--- src/rtl/keypad_letter_fsm_pkg.sv ---
// keypad_pkg: shared types and tables for the keypad letter sequencer.
//   state_e  : sequencer states
//   key_e    : decoded keypad key codes (numeric value of K0..K9 = digit)
//   ASCII_BASE, letter_off(), letter_cnt() : multi-tap letter tables
package keypad_pkg;

  typedef enum logic [1:0] {ST_IDLE, ST_SELECT, ST_HOLD, ST_SUBMIT} state_e;

  typedef enum logic [4:0] {
    K0, K1, K2, K3, K4, K5, K6, K7, K8, K9,
    KA, KB, KC, KD, KSTAR, KHASH, KNONE
  } key_e;

  localparam logic [7:0] ASCII_BASE = 8'h41;

  // Offset of a key's first letter from 'A'.
  function automatic logic [7:0] letter_off(key_e k);
    case (k)
      K2:      return 8'd0;
      K3:      return 8'd3;
      K4:      return 8'd6;
      K5:      return 8'd9;
      K6:      return 8'd12;
      K7:      return 8'd15;
      K8:      return 8'd19;
      K9:      return 8'd22;
      default: return 8'd0;
    endcase
  endfunction

  // Letters on a key; 0 marks a non-letter key.
  function automatic logic [2:0] letter_cnt(key_e k);
    case (k)
      K2, K3, K4, K5, K6, K8: return 3'd3;
      K7, K9:                 return 3'd4;
      default:                return 3'd0;
    endcase
  endfunction

endpackage

--- src/rtl/keypad_letter_fsm_if.sv ---
// keypad_letter_fsm_if: scanner + game-logic signals of the letter sequencer.
//   game_active, cur_key, strobe        : into the sequencer
//   scan_enable, scan_mode              : out to the scanner
//   letter, letter_valid, submit        : out to the game logic
// slave = sequencer side, master = driver side.
interface keypad_letter_fsm_if;
  logic       game_active;
  logic [7:0] cur_key;
  logic       strobe;
  logic       scan_enable;
  logic       scan_mode;
  logic [7:0] letter;
  logic       letter_valid;
  logic       submit;

  modport slave  (input  game_active, cur_key, strobe,
                  output scan_enable, scan_mode, letter, letter_valid, submit);
  modport master (output game_active, cur_key, strobe,
                  input  scan_enable, scan_mode, letter, letter_valid, submit);
endinterface

--- src/rtl/keypad_letter_fsm_key_decode.sv ---
// keypad_key_decode: combinational decode of the scanner's {row, col} code.
//   i_cur_key[7:4] : read_row, bit3 = row0 (exactly one bit set is valid)
//   i_cur_key[3:0] : scan_col, one bit low (0111 = col0 .. 1110 = col3)
//   o_key          : key code, KNONE when invalid
//   o_valid        : decode is a real single key
module keypad_key_decode
  import keypad_pkg::*;
(
  input  logic [7:0] i_cur_key,
  output key_e       o_key,
  output logic       o_valid
);

  logic [1:0] w_row, w_col;
  logic       w_row_ok, w_col_ok;

  always_comb begin
    w_row    = 2'd0;
    w_row_ok = 1'b1;
    case (i_cur_key[7:4])
      4'b1000: w_row = 2'd0;
      4'b0100: w_row = 2'd1;
      4'b0010: w_row = 2'd2;
      4'b0001: w_row = 2'd3;
      default: w_row_ok = 1'b0;
    endcase
    w_col    = 2'd0;
    w_col_ok = 1'b1;
    case (i_cur_key[3:0])
      4'b0111: w_col = 2'd0;
      4'b1011: w_col = 2'd1;
      4'b1101: w_col = 2'd2;
      4'b1110: w_col = 2'd3;
      default: w_col_ok = 1'b0;
    endcase
  end

  assign o_valid = w_row_ok & w_col_ok;

  // Layout: 1 2 3 A / 4 5 6 B / 7 8 9 C / * 0 # D
  always_comb begin
    o_key = KNONE;
    if (o_valid) begin
      case ({w_row, w_col})
        4'h0: o_key = K1;    4'h1: o_key = K2;    4'h2: o_key = K3;    4'h3: o_key = KA;
        4'h4: o_key = K4;    4'h5: o_key = K5;    4'h6: o_key = K6;    4'h7: o_key = KB;
        4'h8: o_key = K7;    4'h9: o_key = K8;    4'hA: o_key = K9;    4'hB: o_key = KC;
        4'hC: o_key = KSTAR; 4'hD: o_key = K0;    4'hE: o_key = KHASH; 4'hF: o_key = KD;
      endcase
    end
  end

endmodule

--- src/rtl/keypad_letter_fsm.sv ---
// keypad_letter_fsm: drives the keypad scanner and turns key presses into
// multi-tap hangman guesses.
//   clk, nRst : clock, asynchronous active-low reset
//   bus       : keypad_letter_fsm_if.slave (scanner in/out, letter/submit out)
// Parameters: SCAN_DIV (cycles per scan_enable pulse, >=2), TAP_TIMEOUT
// (cycles a press keeps the same-key advance window open).
module keypad_letter_fsm
  import keypad_pkg::*;
#(
  parameter int SCAN_DIV    = 1000,
  parameter int TAP_TIMEOUT = 10_000_000
) (
  input  logic                 clk,
  input  logic                 nRst,
  keypad_letter_fsm_if.slave   bus
);

  localparam int TW = $clog2(TAP_TIMEOUT + 1);
  localparam int DW = $clog2(SCAN_DIV);
  localparam logic [TW-1:0] TMAX    = TW'(TAP_TIMEOUT);
  localparam logic [DW-1:0] DIV_TOP = DW'(SCAN_DIV - 1);

  // ---------------- scan divider ----------------
  logic [DW-1:0] r_div;
  logic          r_scan_mode;

  always_ff @(posedge clk or negedge nRst) begin
    if (!nRst) begin
      r_div       <= '0;
      r_scan_mode <= 1'b0;
    end else begin
      r_scan_mode <= bus.game_active;
      if (!bus.game_active || r_div == DIV_TOP) r_div <= '0;
      else                                      r_div <= r_div + DW'(1);
    end
  end

  assign bus.scan_enable = (r_div == DIV_TOP);
  assign bus.scan_mode   = r_scan_mode;

  // ---------------- key decode ----------------
  key_e w_dec_key;
  logic w_dec_valid;

  keypad_key_decode u_dec (
    .i_cur_key (bus.cur_key),
    .o_key     (w_dec_key),
    .o_valid   (w_dec_valid)
  );

  logic w_evt, w_is_letter;
  assign w_evt       = bus.strobe & w_dec_valid & bus.game_active;
  assign w_is_letter = (letter_cnt(w_dec_key) != 3'd0);

  // ---------------- FSM ----------------
  state_e        r_state, w_nxt_state;
  key_e          r_key, w_nxt_key;
  logic [1:0]    r_idx, w_nxt_idx;
  logic [TW-1:0] r_timer, w_nxt_timer;
  logic [2:0]    w_idx_inc;
  logic [7:0]    r_letter;
  logic          r_valid, r_submit;

  assign w_idx_inc = {1'b0, r_idx} + 3'd1;

  always_comb begin
    w_nxt_state = r_state;
    w_nxt_key   = r_key;
    w_nxt_idx   = r_idx;
    w_nxt_timer = r_timer;
    case (r_state)
      ST_IDLE: begin
        if (w_evt && w_is_letter) begin
          w_nxt_state = ST_SELECT;
          w_nxt_key   = w_dec_key;
          w_nxt_idx   = 2'd0;
        end
      end
      ST_SELECT: begin
        if (r_timer != TMAX) w_nxt_timer = r_timer + TW'(1);
        // A press takes priority over the timeout in the same cycle.
        if (w_evt && w_is_letter) begin
          w_nxt_timer = '0;
          if (w_dec_key == r_key) begin
            w_nxt_idx = (w_idx_inc == letter_cnt(r_key)) ? 2'd0 : w_idx_inc[1:0];
          end else begin
            w_nxt_key = w_dec_key;
            w_nxt_idx = 2'd0;
          end
        end else if (w_evt && w_dec_key == KSTAR) begin
          w_nxt_state = ST_IDLE;
        end else if (w_evt && w_dec_key == KHASH) begin
          w_nxt_state = ST_SUBMIT;
        end else if (r_timer == TMAX) begin
          w_nxt_state = ST_HOLD;
        end
      end
      ST_HOLD: begin
        if (w_evt && w_is_letter) begin
          w_nxt_state = ST_SELECT;
          w_nxt_key   = w_dec_key;
          w_nxt_idx   = 2'd0;
        end else if (w_evt && w_dec_key == KSTAR) begin
          w_nxt_state = ST_IDLE;
        end else if (w_evt && w_dec_key == KHASH) begin
          w_nxt_state = ST_SUBMIT;
        end
      end
      ST_SUBMIT: w_nxt_state = ST_IDLE;  // strobes here are dropped
      default:   w_nxt_state = ST_IDLE;
    endcase
    if (!bus.game_active) w_nxt_state = ST_IDLE;
    // Timer only runs while in SELECT; entering SELECT always starts at 0.
    if (w_nxt_state != ST_SELECT || r_state != ST_SELECT) w_nxt_timer = '0;
  end

  always_ff @(posedge clk or negedge nRst) begin
    if (!nRst) begin
      r_state  <= ST_IDLE;
      r_key    <= KNONE;
      r_idx    <= 2'd0;
      r_timer  <= '0;
      r_letter <= 8'h00;
      r_valid  <= 1'b0;
      r_submit <= 1'b0;
    end else begin
      r_state  <= w_nxt_state;
      r_key    <= w_nxt_key;
      r_idx    <= w_nxt_idx;
      r_timer  <= w_nxt_timer;
      // Outputs are registered off the next state so they track r_state.
      r_valid  <= (w_nxt_state != ST_IDLE);
      r_submit <= (w_nxt_state == ST_SUBMIT);
      r_letter <= (w_nxt_state == ST_IDLE) ? 8'h00
                : ASCII_BASE + letter_off(w_nxt_key) + {6'b0, w_nxt_idx};
    end
  end

  assign bus.letter       = r_letter;
  assign bus.letter_valid = r_valid;
  assign bus.submit       = r_submit;

endmodule

--- src/flat_wrapper.sv ---
// flat-port wrapper written by rule: the top's interface ports become plain ports
module keypad_letter_fsm_flat import keypad_pkg::*;
#(
  parameter int SCAN_DIV    = 1000,
  parameter int TAP_TIMEOUT = 10_000_000
)
  (clk, nRst, bus_game_active, bus_cur_key, bus_strobe, bus_scan_enable, bus_scan_mode, bus_letter, bus_letter_valid, bus_submit);
  keypad_letter_fsm_if bus_i ();
  input  logic clk;
  input  logic nRst;
  input wire logic [$bits(bus_i.game_active)-1:0] bus_game_active;
  input wire logic [$bits(bus_i.cur_key)-1:0] bus_cur_key;
  input wire logic [$bits(bus_i.strobe)-1:0] bus_strobe;
  output wire logic [$bits(bus_i.scan_enable)-1:0] bus_scan_enable;
  output wire logic [$bits(bus_i.scan_mode)-1:0] bus_scan_mode;
  output wire logic [$bits(bus_i.letter)-1:0] bus_letter;
  output wire logic [$bits(bus_i.letter_valid)-1:0] bus_letter_valid;
  output wire logic [$bits(bus_i.submit)-1:0] bus_submit;
  assign bus_i.game_active = bus_game_active;
  assign bus_i.cur_key = bus_cur_key;
  assign bus_i.strobe = bus_strobe;
  assign bus_scan_enable = bus_i.scan_enable;
  assign bus_scan_mode = bus_i.scan_mode;
  assign bus_letter = bus_i.letter;
  assign bus_letter_valid = bus_i.letter_valid;
  assign bus_submit = bus_i.submit;
  keypad_letter_fsm #(.SCAN_DIV(SCAN_DIV), .TAP_TIMEOUT(TAP_TIMEOUT)) u_core (.clk(clk), .nRst(nRst), .bus(bus_i));
endmodule
--- config.mk ---
export PLATFORM = sky130hd
export DESIGN_NAME = keypad_letter_fsm_flat
export DESIGN_NICKNAME = d
export VERILOG_FILES = /design/src/rtl/keypad_letter_fsm_pkg.sv /design/src/rtl/keypad_letter_fsm_if.sv /design/src/rtl/keypad_letter_fsm_key_decode.sv /design/src/rtl/keypad_letter_fsm.sv /design/src/flat_wrapper.sv
export SDC_FILE = /design/constraint.sdc
export NUM_CORES = 1
export LEC_CHECK = 0
export CAP_MARGIN = 10
export CORE_AREA = 5 5 133 97
export CTS_CLUSTER_SIZE = 10
export DETAILED_ROUTE_END_ITERATION = 7
export DIE_AREA = 0 0 138 102
export PLACE_DENSITY = 0.51
export SLEW_MARGIN = 25
export SYNTH_ARGS = -nofsm -noshare
export SYNTH_HDL_FRONTEND = slang
export SYNTH_SLANG_ARGS = --single-unit
export TNS_END_PERCENT = 1
--- constraint.sdc ---
create_clock -name clk -period 4.4 [get_ports clk]
set_clock_uncertainty 0.05 [all_clocks]
set_input_delay 0.66 -clock clk [delete_from_list [all_inputs] [get_ports clk]]
set_output_delay 0.66 -clock clk [all_outputs]
set_load 0.01 [all_outputs]
-- After elaboration in Yosys (flattened, before gate mapping)
Memory sizes are Yosys's and may differ from the RTL's.
Cells that the tools add are included.
- memories kept: 4
- bits in writable memories: 0
- bits in registers: 54
- logic and storage cells: 94
- output and inout bits: 12
- bits of input ports: 12
- bits in latches: 0
- memory bits (read-only): 240
- div/mod/pow operators: 0
- equal/unequal tests: 21
- reductions and logical operators: 16
- $add $sub $neg: 5
- multiplexer cells: 36
- $mul: 0
- shift-type cells: 0
- bitwise operators: 3
- order comparisons: 0
- memories (name ; words ; width ; read ports ; clocked after memory_dff ; wr ports ; RTL line ; text):
    (name not given) ; 16 ; 5 ; 1 ; 0 ; 0 ; keypad_letter_fsm_pkg.sv:18 ; case (k)
    (name not given) ; 16 ; 4 ; 1 ; 0 ; 0 ; keypad_letter_fsm_key_decode.sv:44 ; case ({w_row, w_col})
    (name not given) ; 16 ; 3 ; 1 ; 0 ; 0 ; keypad_letter_fsm_pkg.sv:33 ; case (k)
    (name not given) ; 16 ; 3 ; 1 ; 0 ; 0 ; keypad_letter_fsm_pkg.sv:33 ;
- operators by type and width (kind ; number):
    $mux W24 ; 4
    $mux W2 ; 13
    $add A24 B1 Y24 const B ; 1
    $eq A24 B24 Y1 const B ; 1
    $ne A24 B24 Y1 const B ; 1
    $mux W5 ; 4
    $eq A4 B4 Y1 const B ; 4
    $mux W8 ; 2
    $mux W3 ; 5
    $pmux W2 S3 ; 2
    $add A10 B1 Y10 const B ; 1
    $eq A10 B10 Y1 const B ; 1
    $eq A5 B4 Y1 const B ; 2
    $mux W10 ; 1
    $pmux W5 S2 ; 1
    $add A7 B8 Y8 const A ; 1
    $add A8 B2 Y8 ; 1
    $eq A4 B3 Y1 const B ; 2
    $pmux W2 S4 ; 1
    $reduce_or A4 Y1 ; 2
    $eq A2 B2 Y1 const B ; 3
    $reduce_bool A3 Y1 ; 2
    $eq A5 B5 Y1 ; 1
    $eq A4 B1 Y1 const B ; 1
    other kinds (15) ; 24

-- Logic depth before layout (Yosys ltp)
An unclocked memory read counts as a cell.
- depth in word-level cells: 18
- mapped depth: 23
- gate-level depth less buffers: 21

-- Hierarchy
From an unflattened synthesis, not the netlist that was laid out.
- cell total of the unflattened synthesis: 339
- area total of the unflattened synthesis: 3221.8 µm²
- by module, submodules not included (module ; area each (µm²) ; times used ; sequential area each (µm²) ; cells an instance):
    keypad_letter_fsm ; 2926.6 ; 1 ; 1302.5 ; 299
    keypad_key_decode ; 295.3 ; 1 ; 0.0 ; 40

-- Worst setup path after synthesis
Ideal clock, no wire load.
- kind: input to register
- start: in bus_cur_key[6]
- end: reg u_core.r_letter[4] (netlist: u_core.bus.letter[4])
- setup slack: -247 ps
- stages on the path: 17
- data required time: 4285 ps
- data arrival time: 4532 ps
- library setup time: 65 ps
- path buffers: 3
- cell sequence: buf_4 -> or4b_4 -> buf_6 -> o211a_1 -> o32ai_2 -> nor3_1 -> a2111oi_0 -> a31o_1 -> buf_6 -> mux2i_1 -> inv_1 -> ha_1 -> a211oi_1 -> o21ai_0 -> fa_1 -> nor3_1 -> o211a_1
- longest elaborated chain between the ends: 16
- elaborated cells on any way between the ends: 44
- classes of those cells: add/sub: 2; eq/ne: 7; mux: 23; bitwise: 3; reduce/logical: 6; memory: 3
- ends and longest elaborated chain (element ; RTL line ; text):
    start: declaration ; flat_wrapper.sv:12 ; input wire logic [$bits(bus_i.cur_key)-1:0] bus_cur_key;
    parallel branches: the longest is 10 deep, another holds $mem_v2 Z16 W4 ; n/a ;
    $pmux W5 S2 * ; keypad_letter_fsm.sv:71 ; case (r_state)
    named net u_core.w_nxt_key[0] ; keypad_letter_fsm.sv:57 ; key_e r_key, w_nxt_key;
    $mem_v2 Z16 W5 * ; n/a ;
    $mux W8 * ; keypad_letter_fsm_pkg.sv:18 ;
    $add A7 B8 Y8 * ; keypad_letter_fsm.sv:135 ; : ASCII_BASE + letter_off(w_nxt_key) + {6'b0, w_nxt_idx};
    $add A8 B2 Y8 * ; keypad_letter_fsm.sv:135 ;
    $mux W8 * ; keypad_letter_fsm.sv:134 ; r_letter <= (w_nxt_state == ST_IDLE) ? 8'h00
    end signal: assignment ; keypad_letter_fsm.sv:134 ;
    end: declaration ; keypad_letter_fsm.sv:61 ; logic [7:0] r_letter;
Mark *: on every way through the listed nets, which the timed path passes.
A chain may end at the register's enable or synchronous reset.

-- Worst setup path in the final report
- start: in bus_cur_key[4]
- end: reg u_core.r_letter[4] (netlist: u_core.bus.letter[4])
- longest elaborated chain between the ends: 16
- elaborated cells on any way between the ends: 44
- classes of those cells: add/sub: 2; eq/ne: 7; mux: 23; bitwise: 3; reduce/logical: 6; memory: 3
- ends and longest elaborated chain (element ; RTL line):
    parallel branches: the longest is 15 deep, another holds $mem_v2 Z16 W5 ; n/a
    $mux W8 * ; keypad_letter_fsm.sv:134
Mark *: on every way between the ends.

==> flow_metrics.tcl <==
set metrics [dict create \
    hold_viol_final 0 \
    vias_per_cell 4.80 \
    initial_utilization_pct 29.3 \
    hpwl_um 6150 \
    netlist_instances 371 \
    cts_sinks 52 \
    finalSetupViolations 0 \
    avgRoutedWirePerCell_um 13.9 \
    reg2reg_from "u_core.r_key[4]" \
    ios 24 \
    dr.pass1.iters 4 \
    die_h_um 102 \
    vias 2887 \
    fin_crit_sh_pct 97.8 \
    min_to "u_core.r_div[0]" \
    cp-end-kind "flop" \
    ys_warn_count 0 \
    gr-total-overflow 0 \
    area_growth_pct 31.1 \
    root_buffer "clkbuf_16" \
    holdPathStages 1 \
    avgSynthCellArea_um2 9.07 \
    ys_top_cells_by_area "dfrtp_1 (38%), nor2_1 (6.1%), xor2_1 (5.5%)" \
    yosysMostFrequentCell "nor2_1" \
    status "completed" \
    slowest_stage "or4b_4" \
    synthFlopType "dfrtp_1" \
    cp_max_fo 6 \
    path_class "in -> reg" \
    clk_pin_slew_ns 0.06 \
    p_per_area_mw_per_mm2 222 \
    core_area_mm2 0.0115 \
    power_w 0.000979 \
    timing.max_cap.violations 0 \
    layout.nets 469 \
    crit_chain "dlygate4sd2_1, or4b_4, o211a_1, o32ai_4, nor3_2, a2111oi_4, a31o_4, mux2i_4, ha_2, mux2i_1, o22ai_1, nand2_1, ha_2, fa_2, nor3_2, o211a_1" \
    crit_buf_inv 1 \
    cts_tree "done" \
    critPathRequiredTime_ns 4.57 \
    htreeDepth 2 \
    cts_buffer_depth 2 \
    grt_antenna_before_repair 0 \
    cts_made_buffers 5 \
    final.min_clock_period_ns 4.30 \
    drtIter0Drc 224 \
    hold_path.class "reg -> reg" \
    drc 0 \
    p_leak_nw 1.85 \
    design_area_mm2 0.00441 \
    syn_area_mm2 0.00336 \
    placed_area_mm2 0.00412 \
    whs_ns 0.427 \
    final_core_util_pct 38.4 \
    critPathMaxStageDelay_ns 0.61 \
    vdd_drop_max_mv 0.154 \
    ys_seq_area_share_pct 38.7 \
    postRouteAntennaNets 0 \
    ys_seq_elements 52 \
    place.gp.congestion 0.883 \
    grt_first_pass_wirelength_um 14100 \
    hp-start "u_core.r_div[0]" \
    cp_top_family "compound AO/OA/AOI/OAI gates" \
    first_global_vias 2893 \
    start_kind "input port" \
    fmax_mhz 232 \
    fp-row-count 33 \
    clock_latency_ns 0.28 \
    synthArstFlopShare_pct 100 \
    dieArea_mm2 0.0141 \
    postRouteWirelength_um 8370 \
    drive_gt1_share_pct 24.5 \
    relSlewSlack_pct 55.8 \
    yosysTopAreaCellShare_pct 37.9 \
    fp.dieW_um 138 \
    slew_viol_final 0 \
    grt_start_max_net_pins 53 \
    io_buffer_count 22 \
    synth-edff-count 0 \
    worst_pin_slew_ns 0.664 \
    diodes 0 \
    holdBufCountCts 0 \
    reg2reg_slack_ns 1.07 \
    yosys.area.top_type "dfrtp_1" \
    r2r_end "u_core.bus.letter[4]" \
    arrival_ns 4.48 \
    reg2reg_depth 13 \
    yosysUniqueCellTypes 67 \
    yosys-top-cells-count "nor2_1 (55), dfrtp_1 (51), nand2_1 (28), nand3_1 (22), xor2_1 (21)" \
    grt.total_usage_pct 11.9 \
    tns_ns 0 \
]
worst max-delay path by stage:
stage / from / endpoint / slack, ns / cells past startpoint
4_1_cts: bus_cur_key[0] / u_core.bus.letter[4] / 0.02 / 20
2_1_floorplan: bus_cur_key[0] / u_core.bus.letter[4] / 0.001 / 18
5_1_grt: bus_cur_key[7] / u_core.bus.letter[2] / -0.02 / 16
3_5_place_dp: bus_cur_key[0] / u_core.bus.letter[4] / -0.57 / 18
3_3_place_gp: bus_cur_key[1] / u_core.bus.letter[2] / -0.50 / 18
6_report: bus_cur_key[4] / u_core.bus.letter[4] / 0.1 / 16
logic make-up (layout without fill, tap and decap cells):
kind of cell | after synthesis | in the layout | synth area share [%]
AOI/OAI and AO/OA | 56 | 56 | 13.1
xor gates and xnor gates | 36 | 36 | 9.37
adders and majority gates | 13 | 13 | 5.06
buffers and inverters | 32 | 105 | 4.57
DFF | 52 | 52 | 38.7
muxes | 9 | 9 | 2.94
other | 1 | 2 | 0.111
and+or+nand+nor | 172 | 172 | 26.1
power by group:
part	internal [W]	total (W)	switching, W	leakage (nW)
clock network	0.000227	0.000389	0.000162	0.0712
logic	0.0000487	0.000107	0.0000580	1.07
registers	0.000481	0.000484	0.00000252	0.716
layout make-up:
| class | count | area [um2] |
|---|---|---|
| fillers | 1189 | 7070 |
| multi-input cells | 288 | 2070 |
| flip-flops and latches | 52 | 1300 |
| repair buffers | 77 | 616 |
| well taps | 157 | 196 |
| clock buffers | 8 | 146 |
| inverters | 20 | 75.1 |
layout by cell type (no fill, tap or decap), types with 3 or more instances in the layout:
| cell type | netlist | final |
|---|---|---|
| nor2_1 | 55 | 54 |
| buf_4 | 3 | 53 |
| dfrtp_1 | 51 | 51 |
| nand2_1 | 28 | 28 |
| nand3_1 | 22 | 22 |
| xor2_1 | 21 | 21 |
| inv_1 | 20 | 18 |
| xnor2_1 | 15 | 14 |
| clkdlybuf4s50_1 | 0 | 13 |
| nor3_1 | 14 | 12 |
| and3_1 | 9 | 9 |
| ha_1 | 12 | 8 |
| nor4_1 | 6 | 6 |
| a21oi_1 | 6 | 6 |
| and2_1 | 5 | 5 |
| o21ai_2 | 0 | 5 |
| o21ai_0 | 9 | 5 |
| nand4_1 | 5 | 5 |
| clkbuf_16 | 0 | 5 |
| o21a_1 | 4 | 4 |
| mux2i_1 | 5 | 4 |
| nand2b_1 | 4 | 4 |
| ha_2 | 0 | 4 |
| dlygate4sd2_1 | 0 | 4 |
| and4b_1 | 3 | 3 |
| nor3b_1 | 3 | 3 |
| a211oi_1 | 4 | 3 |
| mux2_2 | 3 | 3 |
| nor4b_1 | 3 | 3 |
| clkbuf_2 | 0 | 3 |
repair_timing:
| action | in CTS | in global routing |
|---|---|---|
| gates resized for setup | 22 | 23 |
| pin swaps | 11 | 13 |
| endpoints found under the setup margin | 4 | 4 |
| buffers inserted | 2 | 1 |
state kept, by name, summed over array words and instances, names as in the netlist:
signal	flops
u_core.r_state	2
u_core.bus.letter	7
u_core.bus.submit	1
u_core.bus.scan_mode	1
u_core.r_div	10
u_core.r_key	5
u_core.r_timer	24
u_core.r_idx	2
metal layers:
metal  GRT usage (%)  share of wire (%)
met5               0                  0
met4           0.987               0.59
met3            2.95                3.0
met2            19.3                 45
met1            17.0                 51
stage by stage:
step,setup slack (ns),instances
after floorplan,0.00130,372
after global routing,-0.0187,602
after CTS,0.0235,602
after global placement,-0.500,592
after detailed placement,-0.574,592
final,0.0988,602
No activity file was read; power rests on OpenSTA's default activity.
